<file path="src/rtl/rv32i_instruction_encoder.sv">
`default_nettype none
// ============================================================================
// Module  : rv32i_instruction_encoder
// Brief   : Packs RV32I field bundles into instruction words, range-checks the
//           immediates, and streams the words to instruction memory through a
//           2-entry buffer.
// Revision: 1.0 - initial release
// ============================================================================
module rv32i_instruction_encoder #(
  parameter int ADDR_WIDTH = 10,
  parameter int BASE_ADDR  = 0
) (
  input  logic                  clk,
  input  logic                  rst_n,
  input  logic                  start,
  input  logic                  in_valid,
  output logic                  in_ready,
  input  logic [2:0]            fmt,
  input  logic [6:0]            code,
  input  logic [2:0]            fn3,
  input  logic [6:0]            fn7,
  input  logic [4:0]            rd,
  input  logic [4:0]            rs1,
  input  logic [4:0]            rs2,
  input  logic [31:0]           imm,
  output logic                  mem_w,
  output logic [ADDR_WIDTH-1:0] mem_addr,
  output logic [31:0]           mem_data,
  input  logic                  mem_ready,
  output logic                  imm_err,
  output logic [ADDR_WIDTH-1:0] err_addr,
  output logic [ADDR_WIDTH:0]   count,
  output logic                  wrapped
);

  localparam logic [1:0]            S_EMPTY    = 2'd0;
  localparam logic [1:0]            S_ONE      = 2'd1;
  localparam logic [1:0]            S_FULL     = 2'd2;
  localparam logic [31:0]           PAUSE_WORD = 32'h0100_000F;
  localparam logic [ADDR_WIDTH-1:0] BASE       = ADDR_WIDTH'(BASE_ADDR);
  localparam logic [ADDR_WIDTH:0]   CNT_MAX    = {(ADDR_WIDTH+1){1'b1}};

  logic [1:0]            state_q, state_d;
  logic [31:0]           ent0_word_q, ent1_word_q;
  logic                  ent0_err_q, ent1_err_q;
  logic [ADDR_WIDTH-1:0] addr_q, err_addr_q;
  logic [ADDR_WIDTH:0]   count_q;
  logic                  imm_err_q, wrapped_q;

  logic [31:0] enc_word;
  logic        enc_err;
  logic        push, pop, start_ok;

  always_comb begin
    enc_word = 32'h0;
    enc_err  = 1'b0;
    case (fmt)
      3'd0: enc_word = {fn7, rs2, rs1, fn3, rd, code};
      3'd1: begin
        enc_word = {imm[11:0], rs1, fn3, rd, code};
        enc_err  = !((&imm[31:11]) || (imm[31:11] == 21'd0));
      end
      3'd2: begin
        enc_word = {imm[11:5], rs2, rs1, fn3, imm[4:0], code};
        enc_err  = !((&imm[31:11]) || (imm[31:11] == 21'd0));
      end
      3'd3: begin
        enc_word = {imm[12], imm[10:5], rs2, rs1, fn3, imm[4:1], imm[11], code};
        enc_err  = imm[0] || !((&imm[31:12]) || (imm[31:12] == 20'd0));
      end
      3'd4: begin
        enc_word = {imm[31:12], rd, code};
        enc_err  = |imm[11:0];
      end
      3'd5: begin
        enc_word = {imm[20], imm[10:1], imm[11], imm[19:12], rd, code};
        enc_err  = imm[0] || !((&imm[31:20]) || (imm[31:20] == 12'd0));
      end
      3'd6: begin
        enc_word = {fn7, imm[4:0], rs1, fn3, rd, code};
        enc_err  = |imm[31:5];
      end
      default: enc_word = PAUSE_WORD;
    endcase
  end

  // Buffer FSM: state register / next state / outputs
  always_ff @(posedge clk) begin
    if (!rst_n) state_q <= S_EMPTY;
    else        state_q <= state_d;
  end

  always_comb begin
    state_d = state_q;
    case (state_q)
      S_EMPTY: if (push) state_d = S_ONE;
      S_ONE: begin
        if (push && !pop)      state_d = S_FULL;
        else if (pop && !push) state_d = S_EMPTY;
      end
      S_FULL:  if (pop) state_d = S_ONE;
      default: state_d = S_EMPTY;
    endcase
  end

  always_comb begin
    in_ready = rst_n && (state_q != S_FULL);
    mem_w    = (state_q != S_EMPTY);
  end

  assign push     = in_valid && in_ready;
  assign pop      = mem_w && mem_ready;
  assign start_ok = start && (state_q == S_EMPTY) && !in_valid;

  always_ff @(posedge clk) begin
    if (!rst_n) begin
      ent0_word_q <= 32'h0;
      ent0_err_q  <= 1'b0;
      ent1_word_q <= 32'h0;
      ent1_err_q  <= 1'b0;
      addr_q      <= BASE;
      count_q     <= '0;
      imm_err_q   <= 1'b0;
      err_addr_q  <= '0;
      wrapped_q   <= 1'b0;
    end else begin
      // Head is entry 0; a push lands at the head whenever the head is free this edge
      if (state_q == S_FULL && pop) begin
        ent0_word_q <= ent1_word_q;
        ent0_err_q  <= ent1_err_q;
      end else if (push && (state_q == S_EMPTY || pop)) begin
        ent0_word_q <= enc_word;
        ent0_err_q  <= enc_err;
      end else if (push) begin
        ent1_word_q <= enc_word;
        ent1_err_q  <= enc_err;
      end
      if (pop) begin
        addr_q <= addr_q + ADDR_WIDTH'(1);
        if (&addr_q) wrapped_q <= 1'b1;
        if (count_q != CNT_MAX) count_q <= count_q + (ADDR_WIDTH+1)'(1);
        if (ent0_err_q && !imm_err_q) begin
          imm_err_q  <= 1'b1;
          err_addr_q <= addr_q;
        end
      end
      if (start_ok) begin
        addr_q    <= BASE;
        count_q   <= '0;
        imm_err_q <= 1'b0;
        wrapped_q <= 1'b0;
      end
    end
  end

  assign mem_data = ent0_word_q;
  assign mem_addr = addr_q;
  assign imm_err  = imm_err_q;
  assign err_addr = err_addr_q;
  assign count    = count_q;
  assign wrapped  = wrapped_q;

endmodule
`default_nettype wire

</file>
<file path="config.mk">
export PLATFORM = sky130hd
export DESIGN_NAME = rv32i_instruction_encoder
export DESIGN_NICKNAME = d
export VERILOG_FILES = /design/src/rtl/rv32i_instruction_encoder.sv
export SDC_FILE = /design/constraint.sdc
export NUM_CORES = 1
export LEC_CHECK = 0
export CAP_MARGIN = 20
export CORE_MARGIN = 3
export CORE_UTILIZATION = 63
export DETAILED_ROUTE_END_ITERATION = 10
export DONT_BUFFER_PORTS = 1
export GPL_TIMING_DRIVEN = 0
export PLACE_DENSITY = 0.79
export SLEW_MARGIN = 20
export SYNTH_ARGS = -nofsm -noshare
export SYNTH_HDL_FRONTEND = slang
export SYNTH_SLANG_ARGS = --single-unit
</file>
<file path="constraint.sdc">
create_clock -name clk -period 1.85 [get_ports clk]
set_input_delay 0.2775 -clock clk [delete_from_list [all_inputs] [get_ports clk]]
set_output_delay 0.2775 -clock clk [all_outputs]
set_load 0.005 [all_outputs]
</file>
==> flow_summary.toml <==
[place]
dp.cells = 690
port_buffers = 0
gp_congestion = 0.8860
dp_hpwl_um = 10360

[floorplan]
die-area_sq_um = 9203
initial_core_util_pct = 65.26
num_rows = 32
core_area_sq_um = 7807
dieWidth_um = 95.93
ios = 139
die_y_um = 95.93

[synth]
synthesis.area_sq_um = 5095
ys_seq_area_share_pct = 39.69
synthFlopType = "dfxtp_1"
synth.largest_area_cell = "dfxtp_1"
synth_warnings = 0
ys_types = 64
synth.area.top_cells = "dfxtp_1, nand2_1, mux2i_1, nor2_1, o211a_1"
ys_ff_latch = 101
syn_area_per_cell_sq_um = 8.665
synth-edff-count = 0
async_reset_ff_share_pct = 0
synth_cells = 588
synth_fp_nets = 663
yosys.area.top_type_share_pct = 39.69

[sta]
tns_ns = 0
fin_crit_ns = 1.738
rsz0062_at_grt = "no"
fmax_mhz = 575.5
slew_violations = 0
hold_viol_final = 0
maxSlewHeadroom_pct = 62.50
setup_violations = 0
worstMarginPinSlew_ns = 0.5587
finClkSkew_ns = 0.01307
period_share_pct = 93.92

[cells_and_area]
finish.net_count = 673
layout_common_cells = "dfxtp_1, nand2_1, nor2_1, nand3_1, mux2i_1"
drive_above_1_share_pct = 11.11
postLayoutCoreUtil_pct = 69.66
layout_commonest_cell = "dfxtp_1"
finalNonFillerCells = 705
syn_to_final_growth_pct = 6.754
n_antenna_cell = 0
fillCellCount = 640

[detailed_routing]
ant_nets = 0
drt_iter0_markers = 343
drc_errors = 0
dr.pass1.iters = 6
num_vias = 4523
vias_per_cell = 6.416
wire_per_inst_um = 19.40
wl_um = 13670

[hold_path]
min_path_type = "primary input to flop"

[power_and_ir_drop]
cell_internal_pwr_mw = 3.008
vdd_drop_max_mv = 0.4043
switching_share_pct = 28.28
pwr-share-seq_pct = 55.0
netSwitchingPower_mw = 1.186
p_leak_nw = 2.266
pwr-share-comb_pct = 12.3
p_clk_share_pct = 32.8
powerDensity_nw_per_um2 = 771.0

[clock_network]
htreeDepth = 3
cts-root-buf = "clkbuf_8"
cts_buffer_depth = 2
clock_latency_ns = 0.37
tritoncts = "yes"
clock-sinks = 101
clk_pin_slew_worst_paths_ns = 0.10
cts_buffers = 9

[global_routing]
grt_pass1_wl_um = 21280
grt_max_degree = 19
gr-total-overflow = 0
grt_pass1_vias = 4229
antenna_found_initial = 0
grt_util_all_layers_pct = 29.65

[critical_path]
required_ns = 2.12
critical_path_class = "flop to flop"
cp-end-kind = "flop"
arrival_ns = 2.00
critPathLaunchType = "flop"
cp_max_fo = 10

[job]
drv_cap = 0

[outcome]
status = "completed"
[cell families after synthesis]
logic type               count (synthesis)  share of synthesized area, %
AND/OR/NAND/NOR                        232                         22.64
AO/OA/AOI/OAI                          155                         23.06
flip-flops                             101                         39.69
buffers and inverters                   47                         4.200
multiplexers                            35                         7.097
XOR/XNOR                                15                         2.579
adder cells (fa/ha/maj)                  3                        0.7368
[Yosys cell counts (all sizes together) (4+ instances only)]
| cell | count |
|---|---|
| a211o | 13 |
| a21boi | 23 |
| a21oi | 19 |
| a22oi | 18 |
| a31oi | 6 |
| buf | 25 |
| clkbuf | 17 |
| dfxtp | 101 |
| inv | 5 |
| mux2 | 9 |
| mux2i | 26 |
| nand2 | 72 |
| nand2b | 4 |
| nand3 | 28 |
| nand4 | 9 |
| nor2 | 64 |
| nor2b | 14 |
| nor3 | 6 |
| nor3b | 8 |
| nor4 | 5 |
| o211a | 23 |
| o211ai | 4 |
| o21a | 4 |
| o21ai | 22 |
| o2bb2ai | 6 |
| or4 | 5 |
| xnor2 | 8 |
| xor2 | 7 |
[metrics by stage]
step                      cell area, sq um  setup WS (ns)  hold WS [ns]  total power [mW]
after detailed placement              5223        -0.1816        0.4495             2.853
after floorplan                       5095         0.1416        0.4336             2.725
final                                 5439         0.1124       0.07054             4.194
after global placement                5223       -0.08688        0.4401             2.834
after global routing                  5439       0.003104       0.06429             4.358
after CTS                             5419        0.03161       0.06769             4.194
[path summary, 6_finish.rpt]
check | endpoint | from | slack [ns] | cells after the start
worst max-delay path | count[2] | state_q[0] | 0.11 | 5
worst min-delay path | ent1_word_q[4] | code[4] | 0.07 | 2
worst max register to register | count[2] | state_q[0] | 0.11 | 5
worst min register to register | ent1_word_q[6] | ent1_word_q[6] | 0.47 | 2
[registers in the layout (all words and copies together) (netlist names)]
signal / count
ent1_word_q: 32
mem_data: 32
count: 11
err_addr: 10
mem_addr: 10
state_q: 2
ent0_err_q: 1
ent1_err_q: 1
imm_err: 1
wrapped: 1
[power groups by stage]
stage          logic [mW]  registers, mW  clock network, mW
3_3_place_gp        0.483           2.35                  0
4_1_cts             0.504           2.31               1.39
6_report            0.514           2.31               1.37
2_1_floorplan       0.389           2.34                  0
5_1_grt             0.567           2.31               1.48
3_5_place_dp        0.498           2.36                  0
[final cells by class]
class | instances | area (sq um) | share of cell area [%]
clock inverters | 6 | 52.55 | 0.9662
multi-input cells | 440 | 2879 | 52.93
well taps | 102 | 127.6 | 2.346
inverters | 5 | 18.77 | 0.3451
flip-flops and latches | 101 | 2024 | 37.22
clock buffers | 10 | 137.6 | 2.530
plain buffers | 41 | 198.9 | 3.658
[metal layers]
layer	part of all wire [%]	wire, um	vias to the layer above	GRT usage, %
met2	46	6335	202	46.61
met4	1.5	210	0	8.649
met5	0	0	-	0
li1	-	-	2146	-
met1	43	5840	2154	39.43
met3	9.4	1287	21	8.757
[worst max-delay path, stage by stage, from the launching register on]
cell     delay (ns)
dfxtp_1        0.31
buf_2          0.17
or2_2          0.35
o21ai_1        0.40
buf_2          0.31
nor2_1         0.08
[timing repair]
| item | in CTS | in global routing |
|---|---|---|
| setup endpoints to repair | 5 | 34 |
| hold buffers | 0 | 0 |
| buffers inserted | 0 | 0 |
| pin swaps | 1 | 0 |
| gates resized for setup | 3 | 9 |
Power figures use the tool's default switching activity.
